===== config.mk =====
export PLATFORM = sky130hd
export DESIGN_NAME = adc_par_capture_flat
export DESIGN_NICKNAME = d
export VERILOG_FILES = /design/src/rtl/adc_cap_pkg.sv /design/src/rtl/adc_par_capture_if.sv /design/src/rtl/adc_cap_fifo.sv /design/src/rtl/adc_par_capture.sv /design/src/flat_wrapper.sv
export SDC_FILE = /design/constraint.sdc
export NUM_CORES = 1
export LEC_CHECK = 0
export CAP_MARGIN = 20
export CORE_MARGIN = 3
export CORE_UTILIZATION = 60
export DETAILED_ROUTE_END_ITERATION = 7
export GPL_ROUTABILITY_DRIVEN = 0
export HOLD_SLACK_MARGIN = 0.02
export PLACE_DENSITY = 0.9
export SKIP_CTS_REPAIR_TIMING = 1
export SYNTH_ARGS = -nofsm -noshare
export SYNTH_HDL_FRONTEND = slang
export SYNTH_SLANG_ARGS = --single-unit

===== constraint.sdc =====
create_clock -name clk -period 27 [get_ports clk]
set_clock_uncertainty 0.05 [all_clocks]
set_input_delay 8.1 -clock clk [delete_from_list [all_inputs] [get_ports clk]]
set_output_delay 8.1 -clock clk [all_outputs]
set_load 0.02 [all_outputs]

===== src/rtl/adc_cap_pkg.sv =====
// adc_cap_pkg: shared definitions for the parallel ADC capture front end.
//   cap_state_e  - capture FSM state encoding
//   MODE_*       - acquisition mode select values for mode_i
//   MIN_PERIOD   - smallest sample-clock period the divider will run at
package adc_cap_pkg;
    typedef enum logic [1:0] {ST_IDLE, ST_ARM, ST_RUN, ST_DONE} cap_state_e;

    localparam logic        MODE_CONT  = 1'b0;
    localparam logic        MODE_BURST = 1'b1;
    localparam int unsigned MIN_PERIOD = 2;
endpackage


===== src/rtl/adc_par_capture_if.sv =====
// adc_par_capture_if: valid/ready sample stream toward the processing chain.
//   m_data_o  - head sample, all channels (channel 0 in the LSBs)
//   m_valid_o - a sample is available
//   m_ready_i - consumer accepts the head sample this cycle
// master = capture block, slave = downstream consumer.
interface adc_par_capture_if #(
    parameter int NUM_CH = 2,
    parameter int DATA_W = 13
) ();
    logic [NUM_CH-1:0][DATA_W-1:0] m_data_o;
    logic                          m_valid_o;
    logic                          m_ready_i;

    modport master (output m_data_o, output m_valid_o, input m_ready_i);
    modport slave  (input m_data_o, input m_valid_o, output m_ready_i);
endinterface


===== src/rtl/adc_cap_fifo.sv =====
// adc_cap_fifo: show-ahead synchronous FIFO.
//   clk, rst  - clock, asynchronous active-high reset
//   push      - write request; accepted when not full or when popping too
//   pop       - read request; ignored when empty
//   wdata     - write data
//   rdata     - head entry, valid whenever count != 0
//   full      - count == DEPTH
//   count     - number of stored entries
// DEPTH must be a power of two so the pointers wrap naturally.
module adc_cap_fifo #(
    parameter  int W     = 8,
    parameter  int DEPTH = 4,
    localparam int AW    = $clog2(DEPTH)
) (
    input  logic          clk,
    input  logic          rst,
    input  logic          push,
    input  logic          pop,
    input  logic [W-1:0]  wdata,
    output logic [W-1:0]  rdata,
    output logic          full,
    output logic [AW:0]   count
);
    logic [W-1:0]  mem [DEPTH];
    logic [AW-1:0] wr_ptr, rd_ptr;
    logic          empty, do_push, do_pop;

    assign empty   = (count == '0);
    assign full    = (count == (AW+1)'(DEPTH));
    assign do_pop  = pop & ~empty;
    // A pop in the same cycle frees the slot, so a full FIFO can still accept.
    assign do_push = push & (~full | do_pop);
    assign rdata   = mem[rd_ptr];

    always_ff @(posedge clk or posedge rst) begin
        if (rst) begin
            wr_ptr <= '0;
            rd_ptr <= '0;
            count  <= '0;
            for (int i = 0; i < DEPTH; i++) mem[i] <= '0;
        end else begin
            if (do_push) begin
                mem[wr_ptr] <= wdata;
                wr_ptr      <= wr_ptr + 1'b1;
            end
            if (do_pop) rd_ptr <= rd_ptr + 1'b1;
            case ({do_push, do_pop})
                2'b10:   count <= count + 1'b1;
                2'b01:   count <= count - 1'b1;
                default: ;
            endcase
        end
    end
endmodule


===== src/rtl/adc_par_capture.sv =====
// adc_par_capture: multi-channel parallel ADC capture front end.
//   clk, rst           - system clock, asynchronous active-high reset
//   en                 - block enable; low forces IDLE and holds the divider
//   mode_i, start_i    - continuous / burst select, burst start pulse
//   burst_len_i        - samples per burst (0 acts as 1)
//   clk_psc_period_i   - sample-clock period P in clk cycles (<2 acts as 2)
//   sample_phase_i     - divider count at which data is latched (>=P acts as P-1)
//   ad_data_i          - ADC buses, channel 0 in the LSBs
//   ad_clk_o           - generated ADC sample clock (registered)
//   m                  - sample stream out of the show-ahead FIFO
//   busy_o, done_o     - ARM/RUN indicator, one-cycle burst completion pulse
//   overflow_o         - sticky dropped-sample flag, cleared by ovf_clr_i
module adc_par_capture import adc_cap_pkg::*; #(
    parameter int NUM_CH     = 2,
    parameter int DATA_W     = 13,
    parameter int PSC_W      = 32,
    parameter int LEN_W      = 16,
    parameter int FIFO_DEPTH = 4
) (
    input  logic                          clk,
    input  logic                          rst,
    input  logic                          en,
    input  logic                          mode_i,
    input  logic                          start_i,
    input  logic [LEN_W-1:0]              burst_len_i,
    input  logic [PSC_W-1:0]              clk_psc_period_i,
    input  logic [PSC_W-1:0]              sample_phase_i,
    input  logic [NUM_CH-1:0][DATA_W-1:0] ad_data_i,
    output logic                          ad_clk_o,
    adc_par_capture_if.master             m,
    output logic                          busy_o,
    output logic                          done_o,
    output logic                          overflow_o,
    input  logic                          ovf_clr_i
);
    localparam int CW = $clog2(FIFO_DEPTH) + 1;

    cap_state_e                 state, state_nxt;
    logic [PSC_W-1:0]           cnt, p_sh, ph_sh, p_clamp, ph_clamp;
    logic [LEN_W-1:0]           scnt, len_eff;
    logic                       burst, wrap, cap, pop, fifo_full;
    logic [CW-1:0]              fifo_count;
    logic [NUM_CH*DATA_W-1:0]   fifo_rdata;

    assign p_clamp  = (clk_psc_period_i < PSC_W'(MIN_PERIOD)) ? PSC_W'(MIN_PERIOD)
                                                              : clk_psc_period_i;
    assign ph_clamp = (sample_phase_i >= p_clamp) ? p_clamp - 1'b1 : sample_phase_i;
    assign len_eff  = (burst_len_i == '0) ? LEN_W'(1) : burst_len_i;

    assign wrap = (cnt == p_sh - 1'b1);
    assign cap  = en && (state == ST_RUN) && (cnt == ph_sh);
    assign pop  = m.m_valid_o & m.m_ready_i;

    // FSM next state and status outputs
    always_comb begin
        state_nxt = state;
        busy_o    = (state == ST_ARM) || (state == ST_RUN);
        done_o    = (state == ST_DONE);
        if (!en) begin
            state_nxt = ST_IDLE;
        end else begin
            case (state)
                ST_IDLE: begin
                    if (mode_i == MODE_CONT) state_nxt = ST_RUN;
                    else if (start_i)        state_nxt = ST_ARM;
                end
                // One full warm-up period so the ADC pipeline fills first.
                ST_ARM:  if (wrap) state_nxt = ST_RUN;
                ST_RUN:  if (burst && (scnt == len_eff)) state_nxt = ST_DONE;
                ST_DONE: state_nxt = ST_IDLE;
                default: state_nxt = ST_IDLE;
            endcase
        end
    end

    always_ff @(posedge clk or posedge rst) begin
        if (rst) state <= ST_IDLE;
        else     state <= state_nxt;
    end

    // Divider, shadow config and ADC clock. Entering IDLE parks cnt/ad_clk at 0.
    always_ff @(posedge clk or posedge rst) begin
        if (rst) begin
            cnt      <= '0;
            p_sh     <= PSC_W'(MIN_PERIOD);
            ph_sh    <= '0;
            ad_clk_o <= 1'b0;
            burst    <= 1'b0;
        end else if (state_nxt == ST_IDLE) begin
            cnt      <= '0;
            ad_clk_o <= 1'b0;
        end else if (state == ST_IDLE) begin
            cnt      <= '0;
            ad_clk_o <= 1'b0;
            p_sh     <= p_clamp;
            ph_sh    <= ph_clamp;
            burst    <= (mode_i == MODE_BURST);
        end else begin
            if (wrap) begin
                cnt   <= '0;
                p_sh  <= p_clamp;
                ph_sh <= ph_clamp;
            end else begin
                cnt <= cnt + 1'b1;
            end
            // P>=2 keeps the set point strictly before the clear point.
            if (cnt == (p_sh >> 1) - 1'b1) ad_clk_o <= 1'b1;
            else if (wrap)                 ad_clk_o <= 1'b0;
        end
    end

    // Burst sample counter counts capture events, dropped ones included.
    always_ff @(posedge clk or posedge rst) begin
        if (rst)                   scnt <= '0;
        else if (state != ST_RUN)  scnt <= '0;
        else if (cap && burst)     scnt <= scnt + 1'b1;
    end

    always_ff @(posedge clk or posedge rst) begin
        if (rst)                           overflow_o <= 1'b0;
        else if (cap && fifo_full && !pop) overflow_o <= 1'b1;
        else if (ovf_clr_i)                overflow_o <= 1'b0;
    end

    adc_cap_fifo #(.W(NUM_CH*DATA_W), .DEPTH(FIFO_DEPTH)) u_fifo (
        .clk   (clk),
        .rst   (rst),
        .push  (cap),
        .pop   (pop),
        .wdata (ad_data_i),
        .rdata (fifo_rdata),
        .full  (fifo_full),
        .count (fifo_count)
    );

    assign m.m_data_o  = fifo_rdata;
    assign m.m_valid_o = (fifo_count != '0);
endmodule


===== src/flat_wrapper.sv =====
// flat-port wrapper written by rule: the top's interface ports become plain ports
module adc_par_capture_flat import adc_cap_pkg::*;
#(
    parameter int NUM_CH     = 2,
    parameter int DATA_W     = 13,
    parameter int PSC_W      = 32,
    parameter int LEN_W      = 16,
    parameter int FIFO_DEPTH = 4
)
  (clk, rst, en, mode_i, start_i, burst_len_i, clk_psc_period_i, sample_phase_i, ad_data_i, ad_clk_o, busy_o, done_o, overflow_o, ovf_clr_i, m_m_data_o, m_m_valid_o, m_m_ready_i);
  adc_par_capture_if #(.NUM_CH(NUM_CH), .DATA_W(DATA_W)) m_i ();
  input  logic clk;
  input  logic rst;
  input  logic en;
  input  logic mode_i;
  input  logic start_i;
  input  logic [LEN_W-1:0] burst_len_i;
  input  logic [PSC_W-1:0] clk_psc_period_i;
  input  logic [PSC_W-1:0] sample_phase_i;
  input  logic [NUM_CH-1:0][DATA_W-1:0] ad_data_i;
  output logic ad_clk_o;
  output logic busy_o;
  output logic done_o;
  output logic overflow_o;
  input  logic ovf_clr_i;
  output wire logic [$bits(m_i.m_data_o)-1:0] m_m_data_o;
  output wire logic [$bits(m_i.m_valid_o)-1:0] m_m_valid_o;
  input wire logic [$bits(m_i.m_ready_i)-1:0] m_m_ready_i;
  assign m_m_data_o = m_i.m_data_o;
  assign m_m_valid_o = m_i.m_valid_o;
  assign m_i.m_ready_i = m_m_ready_i;
  adc_par_capture #(.NUM_CH(NUM_CH), .DATA_W(DATA_W), .PSC_W(PSC_W), .LEN_W(LEN_W), .FIFO_DEPTH(FIFO_DEPTH)) u_core (.clk(clk), .rst(rst), .en(en), .mode_i(mode_i), .start_i(start_i), .burst_len_i(burst_len_i), .clk_psc_period_i(clk_psc_period_i), .sample_phase_i(sample_phase_i), .ad_data_i(ad_data_i), .ad_clk_o(ad_clk_o), .m(m_i), .busy_o(busy_o), .done_o(done_o), .overflow_o(overflow_o), .ovf_clr_i(ovf_clr_i));
endmodule

Yosys cells after proc, flatten, opt, wreduce, memory -nomap -nowiden
Cells that the tools add are included.
{"block": "classes", "addsub": 9, "magnitude_cmp": 5, "eq_ne": 11, "mux": 31, "bitwise": 9, "n_reduce_logical": 21}
{"op": "$mux 32", "count": 9}
{"op": "$bwmux 104", "count": 1}
{"op": "$eq 32x32->1", "count": 3}
{"op": "$mux 26", "count": 3}
{"op": "$sub 32x1->32 const B", "count": 2}
{"op": "$bmux 26 s2", "count": 1}
{"op": "$demux 26 s2", "count": 1}
{"op": "$mux 16", "count": 3}
{"op": "$add 32x1->32 const B", "count": 1}
{"op": "$ge 32x32->1", "count": 1}
{"op": "$lt 32x2->1 const B", "count": 1}
{"op": "$sub 31x1->32 const B", "count": 1}
{"op": "$add 16x1->16 const B", "count": 1}
{"op": "$eq 16x16->1", "count": 1}
{"op": "$logic_not 16->1", "count": 1}
{"op": "$mux 2", "count": 5}
{"op": "$pmux 2 s4", "count": 1}
{"op": "$reduce_bool 2->1", "count": 4}
{"op": "$logic_and 1x1->1", "count": 7}
{"op": "$eq 2x2->1 const B", "count": 3}
{"op": "$ge 3x3->1 const B", "count": 2}
{"op": "$mux 1", "count": 6}
{"op": "$not 2->3", "count": 2}
{"op": "$pmux 3 s2", "count": 1}
{"op": "other kinds (17)", "count": 25}
{"block": "totals", "reg_bits": 228, "inputBits": 113, "word_cells": 101}

Depth between registers and ports, before layout
{"block": "logic_depth", "depth_word": 10, "mapped_depth": 16, "depth_no_buf": 14}

By module
Synthesis repeated with hierarchy kept, for this count alone.
{"block": "unflattened", "hier_cells": 1383, "hier_area_um2": 14475.1}
{"mod": "adc_par_capture", "instances": 1, "cells_each": 1094, "area_each_um2": 9551.7}
{"mod": "adc_cap_fifo", "instances": 1, "cells_each": 289, "area_each_um2": 4923.5}

Worst setup path before layout
No wires, ideal clock.
{"block": "synth_timing", "path_kind": "input-to-reg", "from": "in clk_psc_period_i[19]", "to": "reg u_core.ph_sh[2]", "setup_time_ns": 0.127, "arrival_time_ns": 12.611, "t_required_ns": 26.823, "slack_ns": 14.211, "stages": 16, "n_path_buf": 2, "cell_sequence": "or4_1 -> clkbuf_1 -> or4_1 -> or3_1 -> nand2_1 -> inv_1 -> ha_1 -> nand2b_1 -> a2111oi_0 -> o211ai_1 -> a211oi_1 -> o2111ai_1 -> a221oi_1 -> clkbuf_1 -> mux2_2 -> mux2_1"}
{"block": "synth_via", "elab_chain_len": 6}
{"item": "from (decl)", "line": "flat_wrapper.sv:18", "text": "input logic [PSC_W-1:0] clk_psc_period_i;"}
{"item": "$lt 32x2->1 (*)", "line": "adc_par_capture.sv:45", "text": "assign p_clamp = (clk_psc_period_i < PSC_W'(MIN_PERIOD)) ? PSC_W'(MIN_PERIOD)"}
{"item": "$mux 32 (*)", "line": "adc_par_capture.sv:45"}
{"item": "named net u_core.p_clamp[0]", "line": "adc_par_capture.sv:39", "text": "logic [PSC_W-1:0] cnt, p_sh, ph_sh, p_clamp, ph_clamp;"}
{"item": "$sub 32x1->32 or $ge 32x32->1 (tied branches)", "line": "adc_par_capture.sv:47", "text": "assign ph_clamp = (sample_phase_i >= p_clamp) ? p_clamp - 1'b1 : sample_phase_i;"}
{"item": "$mux 32 (*)", "line": "adc_par_capture.sv:47"}
{"item": "$mux 32", "line": "adc_par_capture.sv:99", "text": "if (wrap) begin"}
{"item": "$mux 32 (*)", "line": "adc_par_capture.sv:92", "text": "end else if (state == ST_IDLE) begin"}
{"item": "to (signal assigned)", "line": "adc_par_capture.sv:96", "text": "ph_sh <= ph_clamp;"}
{"item": "to (signal assigned)", "line": "adc_par_capture.sv:102", "text": "ph_sh <= ph_clamp;"}
{"item": "to (decl)", "line": "adc_par_capture.sv:39"}
The timed path passes the listed nets; every way through them passes the cells marked *. The select of a mux whose other input is x is not followed.
A chain may end at the register's enable or synchronous reset.

Final worst setup path
{"block": "layout_timing", "from": "in clk_psc_period_i[19]", "to": "reg u_core.ph_sh[7]"}
{"block": "layout_via", "elab_chain_len": 6}
{"item": "$lt 32x2->1", "line": "adc_par_capture.sv:45"}
{"item": "$mux 32 (*)", "line": "adc_par_capture.sv:45"}
{"item": "$sub 32x1->32 or $ge 32x32->1 (tied branches)", "line": "adc_par_capture.sv:47"}
{"item": "$mux 32 (*)", "line": "adc_par_capture.sv:47"}
{"item": "$mux 32", "line": "adc_par_capture.sv:99"}
{"item": "$mux 32 (*)", "line": "adc_par_capture.sv:92"}
Every way passes the cells marked *; elsewhere a longest branch is shown, timed or not. The select of a mux whose other input is x is not followed.

==> results by group <==
Yosys
  – Mapped Cells: 1334
  – Synthesized area per cell: 10.8 um2
  – Register area share after synthesis: 0.397
  – Synth top area share: 0.395
  – Top cell type by total area after synthesis: dfrtp_1
  – Simple-Gate Fraction of Synth Area: 0.138
  – Main area contributors after synthesis: dfrtp_1 (40%), mux2_2 (11%), xnor2_1 (7.6%)
  – Compound-Gate Fraction of Synth Area: 0.0606
  – Post-synth ARST share: 1.00
  – Post-synthesis mux area share: 0.199
  – Dominant synthesized flop cell: dfrtp_1
  – Post-Synth XOR/XNOR Area: 0.122
  – Register bit total from synthesis: 228
  – Synth unique cells: 69
  – Synth Cell Area: 14400 um2
  – Synth warnings: 0
  – Synthesized-area fraction occupied by adder cells: 0.0414
  – Post-synth EDFFs: 0
  – Largest family of logic cells by synthesized area: multiplexers
  – Syn_nets: 1494

Finish
  – Layout cells sized above 1: 0.158
  – Most frequent cells in the layout: dfrtp_1 (227), clkdlybuf4s50_1 (143), mux2_2 (139), xnor2_1 (124), xor2_1 (76)
  – Util after Layout: 0.715
  – Layout area overhead: 16.7%
  – Final instance area: 16800 um2
  – Commonest non-fill, non-tap cell in the layout: dfrtp_1
  – Post-route insts no fill: 1765
  – Layout Nets: 1589
  – Antenna Cells: 0

STA
  – Max-slew violations: 0
  – Final period utilization: 0.497
  – Final setup vio count: 0
  – Final setup TNS: 0 ns
  – Fin crit period: 13.43 ns
  – Max Freq: 0.0745 GHz
  – Unrepaired setup endpoints after global routing: no
  – Worst slew margin: 0.302
  – Endpoints failing hold: 0
  – Slew @ Worst Pin: 1.04 ns

CTS
  – H-tree depth: 1
  – CTS Sinks: 228
  – CTS tree: yes
  – Clk buf depth: 3
  – Clock-pin transition on the worst setup and hold timing paths: 0.06 ns
  – TritonCTS Buffers: 25
  – Clk_lat worst skew: 0.54 ns
  – Root Buffer: clkbuf_16

Floorplan
  – Die H: 161 um
  – Boundary pin count: 144
  – Row count: 56
  – Initial Util: 0.612
  – Die W: 161 um
  – Die area: 25800 um2
  – Core area: 23500 um2

Critical path
  – CP Launch Type: input pin
  – Slowest stage delay, CP: 0.67 ns
  – Worst-path maximum fanout: 32
  – Slowest CP cell: o31ai_1
  – CP Capture Type: register
  – CP most frequent cell: or4_1
  – CP Class: input pin to register
  – Buffers and inverters on the worst path: 3
  – Critical path, cell by cell: clkdlybuf4s50_1, or4_1, or4_1, o31ai_1, inv_1, ha_1, a2111oi_0, o211ai_1, a211oi_1, o2111ai_1, a221oi_4, buf_4, mux2_2, mux2_1
  – CP arrival: 13.79 ns
  – CP top delay family: compound AO/OA/AOI/OAI gates
  – CP required: 27.36 ns

GRT
  – GRT overflow: 0
  – Vias in the first global route: 11200
  – Global Route Usage Sum: 0.282
  – Antenna violations before repair: 0
  – Global-route wire length before repair: 59200 um
  – Largest net degree at the start of global routing: 144

Pwr
  – Sw power: 0.000460 W
  – Flop pwr share: 0.400
  – Combinational share of power: 0.332
  – Leakage power figure: 7.14 nW
  – Sw frac: 0.365
  – Clock network fraction of total power: 0.268
  – Power Density: 75.1 nW/um2
  – Int Power: 0.000800 W
  – Peak VDD IR: 0.0658 mV

Drt
  – Via count: 11100
  – Vias per cell: 6.27
  – Post-DRT Antenna Nets: 0
  – DRT Wirelength: 36900 um
  – First drt pass iteration count: 5
  – Drt initial violations: 757
  – DRC Markers: 0
  – Routed wire per std cell: 20.9 um

Hold path
  – Min-delay worst type: register to register

Placed design
  – Dpl cells: 1718
  – Post-DP HPWL: 26500 um
  – DP Area: 15900 um2
  – Number of port buffers: 143

Flow run
  – Max-Cap Viols: 0

Run status
  – Status: finished, final reports clean
[state kept, by name (all words and copies together), names as in the netlist, 2 cells and up]
signal	flops
u_core.scnt	16
u_core.u_fifo.wr_ptr	2
u_core.p_sh	32
u_core.ph_sh	32
u_core.u_fifo.count	3
u_core.u_fifo.rd_ptr	2
u_core.cnt	32
u_core.state	2
u_core.u_fifo.mem	104
[cell type report]
cell class              count  area, um2
clock inverters             6       98.8
well taps                 319        399
fillers                  1535       6690
inverters                  57        221
multi-input cells         959       8090
repair buffers            158       1560
flip-flops and latches    228       5710
clock buffers              38        704
[through the flow]
stage	hold slack, ns	setup WS (ns)	total power [W]
2_1_floorplan	0.401	12.60	0.000798
3_3_place_gp	0.428	13.43	0.000897
3_5_place_dp	0.437	13.30	0.000916
4_1_cts	0.451	13.74	0.00126
5_1_grt	0.465	13.48	0.00132
6_report	0.453	13.57	0.00126
[power by group through the flow]
stage | Combinational, W | Sequential (W) | Clock, W
3_3_place_gp | 0.000397 | 0.000501 | 0
6_report | 0.000418 | 0.000505 | 0.000337
4_1_cts | 0.000415 | 0.000499 | 0.000342
2_1_floorplan | 0.000362 | 0.000437 | 0
3_5_place_dp | 0.000412 | 0.000504 | 0
5_1_grt | 0.000455 | 0.000511 | 0.000357
[cells by family (layout without fill, tap and decap cells)]
logic type      count (synthesis)  in the layout
simple gates                  361            361
compound gates                122            122
xor+xnor                      200            200
flops                         228            228
mux                           229            229
buf+inv                       147            259
fa+ha+maj                      47             47
[synth_stat cells (7+ instances only)]
| master | n |
|---|---|
| mux2_2 | 139 |
| or4_1 | 10 |
| xor2_1 | 76 |
| clkbuf_1 | 75 |
| nor3_1 | 34 |
| o21ai_0 | 21 |
| mux2_1 | 56 |
| nor2_1 | 72 |
| nand4_1 | 35 |
| xnor2_1 | 124 |
| nor2b_1 | 10 |
| dfrtp_1 | 227 |
| and2_1 | 11 |
| a21o_1 | 11 |
| or3_1 | 18 |
| a21boi_0 | 7 |
| and3_1 | 16 |
| inv_1 | 57 |
| mux4_2 | 26 |
| nor4_1 | 35 |
| mux2i_1 | 8 |
| ha_1 | 46 |
| a21oi_1 | 18 |
| nand3_1 | 35 |
| nand2b_1 | 7 |
| and4_1 | 8 |
| nand2_1 | 50 |
| a31oi_1 | 8 |
[final timing paths]
path                       depth (start not counted)                         startpoint                                end  slack (ns)
setup / recovery                                  14               clk_psc_period_i[19]        u_core.ph_sh[7]$_DFFE_PP0P_       13.57
hold / removal                                     1  u_core.u_fifo.mem[26]$_DFFE_PP0P_  u_core.u_fifo.mem[26]$_DFFE_PP0P_        0.45
setup reg to reg                                   9        u_core.p_sh[16]$_DFFE_PP0P_       u_core.ph_sh[31]$_DFFE_PP0P_       22.13
hold reg to reg                                    1  u_core.u_fifo.mem[26]$_DFFE_PP0P_  u_core.u_fifo.mem[26]$_DFFE_PP0P_        0.45
max in group asynchronous                          4                                rst       u_core.ph_sh[20]$_DFFE_PP0P_       17.52
min in group asynchronous                          2                                rst  u_core.u_fifo.mem[55]$_DFFE_PP0P_        8.12
[layer usage]
layer  wire, um  vias to the layer above  global-route usage
li1           -                     4968                   -
met2      17700                      512               0.466
met3       2810                      112              0.0467
met4       1390                        0               0.105
met5          0                        -                   0
met1      15000                     5474               0.376
Power figures use the tool's default switching activity.
